File: src/rtl/id_ex_stage.sv
// ID/EX pipeline register with operand forwarding and load-use hazard detection.
// Holds the decoded instruction for one cycle and presents forwarded ALU
// operands, store data and registered control to the execute stage.
module id_ex_stage (
  input  logic        clk,
  input  logic        rst_n,
  input  logic        stall,
  input  logic        flush,
  input  logic [31:0] id_pc,
  input  logic [31:0] id_rs1_data,
  input  logic [31:0] id_rs2_data,
  input  logic [31:0] id_imm,
  input  logic [4:0]  id_rs1,
  input  logic [4:0]  id_rs2,
  input  logic [4:0]  id_rd,
  input  logic [3:0]  id_ALUCode,
  input  logic        id_srcA,
  input  logic        id_srcB,
  input  logic [2:0]  id_ctrl,
  input  logic        exmem_wen,
  input  logic [4:0]  exmem_rd,
  input  logic [31:0] exmem_result,
  input  logic        memwb_wen,
  input  logic [4:0]  memwb_rd,
  input  logic [31:0] memwb_result,
  output logic [31:0] A,
  output logic [31:0] B,
  output logic [3:0]  ALUCode,
  output logic [31:0] store_data,
  output logic [4:0]  ex_rd,
  output logic [2:0]  ex_ctrl,
  output logic        load_use_stall
);

  // ctrl bit order: {reg_write, mem_read, mem_write}
  localparam int unsigned CtrlMemRead = 1;

  typedef struct packed {
    logic [31:0] pc;
    logic [31:0] rs1_data;
    logic [31:0] rs2_data;
    logic [31:0] imm;
    logic [4:0]  rs1;
    logic [4:0]  rs2;
    logic [4:0]  rd;
    logic [3:0]  alu_code;
    logic        src_a;
    logic        src_b;
    logic [2:0]  ctrl;
  } idex_t;

  idex_t idex_q;
  idex_t idex_d;

  logic [31:0] fwd1;
  logic [31:0] fwd2;

  // Picks the newest in-flight value for a source register; x0 is never forwarded.
  function automatic logic [31:0] forward_sel(
    input logic [4:0]  rs,
    input logic [31:0] reg_data,
    input logic        em_wen,
    input logic [4:0]  em_rd,
    input logic [31:0] em_result,
    input logic        mw_wen,
    input logic [4:0]  mw_rd,
    input logic [31:0] mw_result
  );
    if (em_wen && (em_rd != 5'd0) && (em_rd == rs)) begin
      return em_result;
    end else if (mw_wen && (mw_rd != 5'd0) && (mw_rd == rs)) begin
      return mw_result;
    end
    return reg_data;
  endfunction

  // Load in EX whose destination is read by the instruction now in decode.
  // Decode indices are compared raw, so an unused rs field can still trigger it.
  assign load_use_stall = idex_q.ctrl[CtrlMemRead]
                        && (idex_q.rd != 5'd0)
                        && ((idex_q.rd == id_rs1) || (idex_q.rd == id_rs2));

  // Next-state selection: flush > stall > load-use bubble > normal load.
  always_comb begin
    // NOTE: default assignment first so every path assigns idex_d and no latch is inferred.
    idex_d = idex_q;
    if (flush) begin
      idex_d = '0;
    end else if (stall) begin
      idex_d = idex_q;
    end else if (load_use_stall) begin
      idex_d = '0;
    end else begin
      idex_d.pc       = id_pc;
      idex_d.rs1_data = id_rs1_data;
      idex_d.rs2_data = id_rs2_data;
      idex_d.imm      = id_imm;
      idex_d.rs1      = id_rs1;
      idex_d.rs2      = id_rs2;
      idex_d.rd       = id_rd;
      idex_d.alu_code = id_ALUCode;
      idex_d.src_a    = id_srcA;
      idex_d.src_b    = id_srcB;
      idex_d.ctrl     = id_ctrl;
    end
  end

  // Pipeline register with synchronous reset that overrides flush and stall.
  always_ff @(posedge clk) begin
    // NOTE: non-blocking assignment keeps register updates order-independent across always_ff blocks.
    if (!rst_n) begin
      // NOTE: data fields are cleared too, so a reset during a stall leaves a clean bubble with A/B/store_data at 0.
      idex_q <= '0;
    end else begin
      idex_q <= idex_d;
    end
  end

  // Forwarding muxes and operand selection, zero-cycle from registered state.
  always_comb begin
    fwd1 = forward_sel(idex_q.rs1, idex_q.rs1_data, exmem_wen, exmem_rd, exmem_result,
                       memwb_wen, memwb_rd, memwb_result);
    fwd2 = forward_sel(idex_q.rs2, idex_q.rs2_data, exmem_wen, exmem_rd, exmem_result,
                       memwb_wen, memwb_rd, memwb_result);
    A          = idex_q.src_a ? idex_q.pc  : fwd1;
    B          = idex_q.src_b ? idex_q.imm : fwd2;
    store_data = fwd2;
  end

  assign ALUCode = idex_q.alu_code;
  assign ex_rd   = idex_q.rd;
  assign ex_ctrl = idex_q.ctrl;

endmodule

File: config.mk
export PLATFORM = sky130hd
export DESIGN_NAME = id_ex_stage
export DESIGN_NICKNAME = d
export VERILOG_FILES = /design/src/rtl/id_ex_stage.sv
export SDC_FILE = /design/constraint.sdc
export NUM_CORES = 1
export LEC_CHECK = 0
export ABC_AREA = 1
export CORE_MARGIN = 8
export CORE_UTILIZATION = 40
export CTS_CLUSTER_SIZE = 40
export DETAILED_ROUTE_END_ITERATION = 16
export GPL_TIMING_DRIVEN = 0
export PLACE_DENSITY = 0.88
export SYNTH_ARGS = -nofsm -noshare
export SYNTH_HDL_FRONTEND = slang
export SYNTH_SLANG_ARGS = --single-unit
File: constraint.sdc
create_clock -name clk -period 1.9 [get_ports clk]
set_input_delay 0.475 -clock clk [delete_from_list [all_inputs] [get_ports clk]]
set_output_delay 0.475 -clock clk [all_outputs]
set_load 0.01 [all_outputs]
==> impl_metrics.ini <==
[final_layout]
fin_nets = 2057
final_cell_mix = 369 x nand2_1, 214 x clkdlybuf4s50_1, 167 x nand2_2
drive_above_1_share_pct = 30.25
mostFrequentLayoutCell = nand2_1
area_delta_synth_final_pct = 73.66

[place]
hpwl_mm = 30.75
portBuffers = 340
place_ws_ps = -1945
gp_congestion = 0.9226

[timing]
drv_slew = 0
fin_crit_ps = 2789
final-setup-viol-count = 106
relSlewSlack_pct = 52.90
tightest_slew_ps = 706.6
rsz0062_at_grt = yes
fin_worst_skew_ps = 11.62
finalCritPeriodShare_pct = 146.8
holdWs_ps = 358.0
finalHoldViolCount = 0
fin_ws_ps = -889.1
fmax_mhz = 358.5

[worst_setup_path]
required_ps = 1420
crit_type = reg2out
start_kind = flop
critPathMaxFanout = 7
crit_arrival_ps = 2310
end_kind = output pin

[cts]
holdBufCountCts = 0
cts_max_path_buffers = 2
h-tree-depth = 4
clkSlewWorstSetupHoldPaths_ps = 60
cts_tree = done
clock_latency_ps = 430
clockRootBuffer = clkbuf_16
clock-sinks = 152
numCtsBuffers = 17

[synthesis]
syn_nets = 1641
synthAdderAreaFrac_pct = 0
synth-compound-area-share_pct = 17.75
synth_simple_gate_area_share_pct = 33.91
yosysTopAreaCell = dfxtp_1
synthFlopType = dfxtp_1
netlist_area_mm2 = 0.008626
ys_ff_latch = 152
synth_area_leaders = dfxtp_1 35%, nand2_1 24%, a21oi_1 8.9%, o21ai_0 8.9%, nand3_1 7.7%
synth_xor_area_share_pct = 2.335
seq_area_frac_synth_pct = 35.28
syn-mean-instance-area_um2 = 6.122
synth_top_family_by_area = simple AND/OR/NAND/NOR gates
ys_types = 24
async_flop_share_pct = 0
yosysTopAreaCellShare_pct = 35.28
ys_warn_count = 0
syn_inst = 1409
synth_edf_count = 0
synthMuxAreaShare_pct = 0

[detailed_routing]
vias = 11700
wire_per_inst_um = 20.76
ant_nets = 0
viasPerCell = 5.533
drc = 0
drtPass1Iterations = 7
initialDrtViolationCount = 1312
routed_wl_mm = 43.92

[pwr]
p_sw_mw = 2.690
p_per_area_mw_per_mm2 = 600.8
combPwrFrac_pct = 24.0
p_clk_share_pct = 38.1
power.internal_mw = 6.310
leakagePower_nw = 7.158
p_seq_share_pct = 37.9
swShare_pct = 29.89
peakVddDrop_v = 0.0005301
total_power_mw = 9.000

[grt]
grt_pass1_wl_mm = 61.20
antenna_found_initial = 3
first_global_vias = 10950
track_usage_pct = 29.56
overflow = 0
grt_start_max_net_pins = 17

[die]
rows = 53
die_area_mm2 = 0.02652
die_h_um = 162.9
initial_core_util_pct = 40.90
ioPinCount = 341
die_x_um = 162.9
coreArea_mm2 = 0.02109

[min_path]
hold_path_class = in2reg

[job]
cap_violations = 0

[run_status]
violations = negative setup slack
status = finished, violations left
==> metal layers <==
| metal | GRT usage (%) | up-vias | wire length [um] | part of all wire [%] |
|---|---|---|---|---|
| li1 | - | 5352 | - | - |
| met1 | 36.01 | 5441 | 16970 | 39 |
| met2 | 48.74 | 724 | 20480 | 47 |
| met3 | 7.533 | 184 | 4269 | 9.7 |
| met4 | 12.43 | 2 | 2181 | 5.0 |
| met5 | 0 | - | 13 | 0.030 |
==> sequential cells by signal (all words and copies together), names as in the netlist <==
| signal | cells |
|---|---|
| ALUCode | 4 |
| ex_ctrl | 3 |
| ex_rd | 5 |
| idex_q | 140 |
==> power by group through the flow <==
stage | Combinational, mW | Sequential, mW | Clock [mW]
after floorplan | 0.816 | 3.45 | 0
after global routing | 2.30 | 3.42 | 3.60
final | 2.16 | 3.41 | 3.43
after global placement | 1.84 | 3.47 | 0
after CTS | 1.92 | 3.40 | 3.42
after detailed placement | 1.86 | 3.47 | 0
==> synth_stat cells (11+ instances only) <==
master      n
nand2_1   551
a21oi_1   153
o21ai_0   153
dfxtp_1   152
nand3_1   133
inv_1      84
clkbuf_1   60
buf_2      28
buf_4      23
nor2_1     21
xor2_1     12
xnor2_1    11
==> critical path: stages, from the launching register on <==
cell and delay [ps]:
dfxtp_4 370, xnor2_4 160, nand2_2 110, nor2_4 120
nand3_4 190, nand2_8 190, buf_12 150, buf_12 140
nand3_4 100, nand2_2 90, nand2_2 50, nand2_2 100
buf_6 100
==> area by class of cell <==
type                       count  area (um^2)
fill                        1640         6108
multi-input combinational   1050         5929
timing repair buffer         398         3870
sequential                   152         3082
buffer                       119        824.5
clock buffer                  19        432.9
inverter                      87        346.6
tap                          275        344.1
clock inverter                13        145.1
antenna                        2        5.005
==> per-stage QoR <==
step | TNS (ps) | util (%) | std cells | instance area (um^2)
3_3_place_gp | -288800 | 59.58 | 2024 | 12560
4_1_cts | -145780 | 65.47 | 2073 | 13810
6_report | -76410 | 71.03 | 2115 | 14980
5_1_grt | -82960 | 71.03 | 2115 | 14980
3_5_place_dp | -293220 | 59.58 | 2024 | 12560
2_1_floorplan | -4989 | - | 1409 | 8817
==> final timing paths <==
kind / start / to / slack [ps] / cells past startpoint
max reg2reg: ex_rd[0]$_SDFFE_PP0N_ / idex_q[36]$_SDFFE_PP0N_ / 60 / 10
max: idex_q[20]$_SDFFE_PP0N_ / A[8] / -890 / 12
min: id_rs2[1] / idex_q[15]$_SDFFE_PP0N_ / 360 / 3
min reg2reg: idex_q[68]$_SDFFE_PP0N_ / idex_q[68]$_SDFFE_PP0N_ / 530 / 2
==> timing repair <==
action	4_1_cts	5_1_grt
pin swaps	38	92
setup endpoints to repair	256	259
gates cloned	2	10
setup buffers	15	32
gates resized for setup	521	355
==> cells by family after synthesis <==
family          after synthesis
buf+inv                     208
flops                       152
simple gates                720
xor+xnor                     23
compound gates              306
Note: power is estimated with default switching activity, not from simulation.
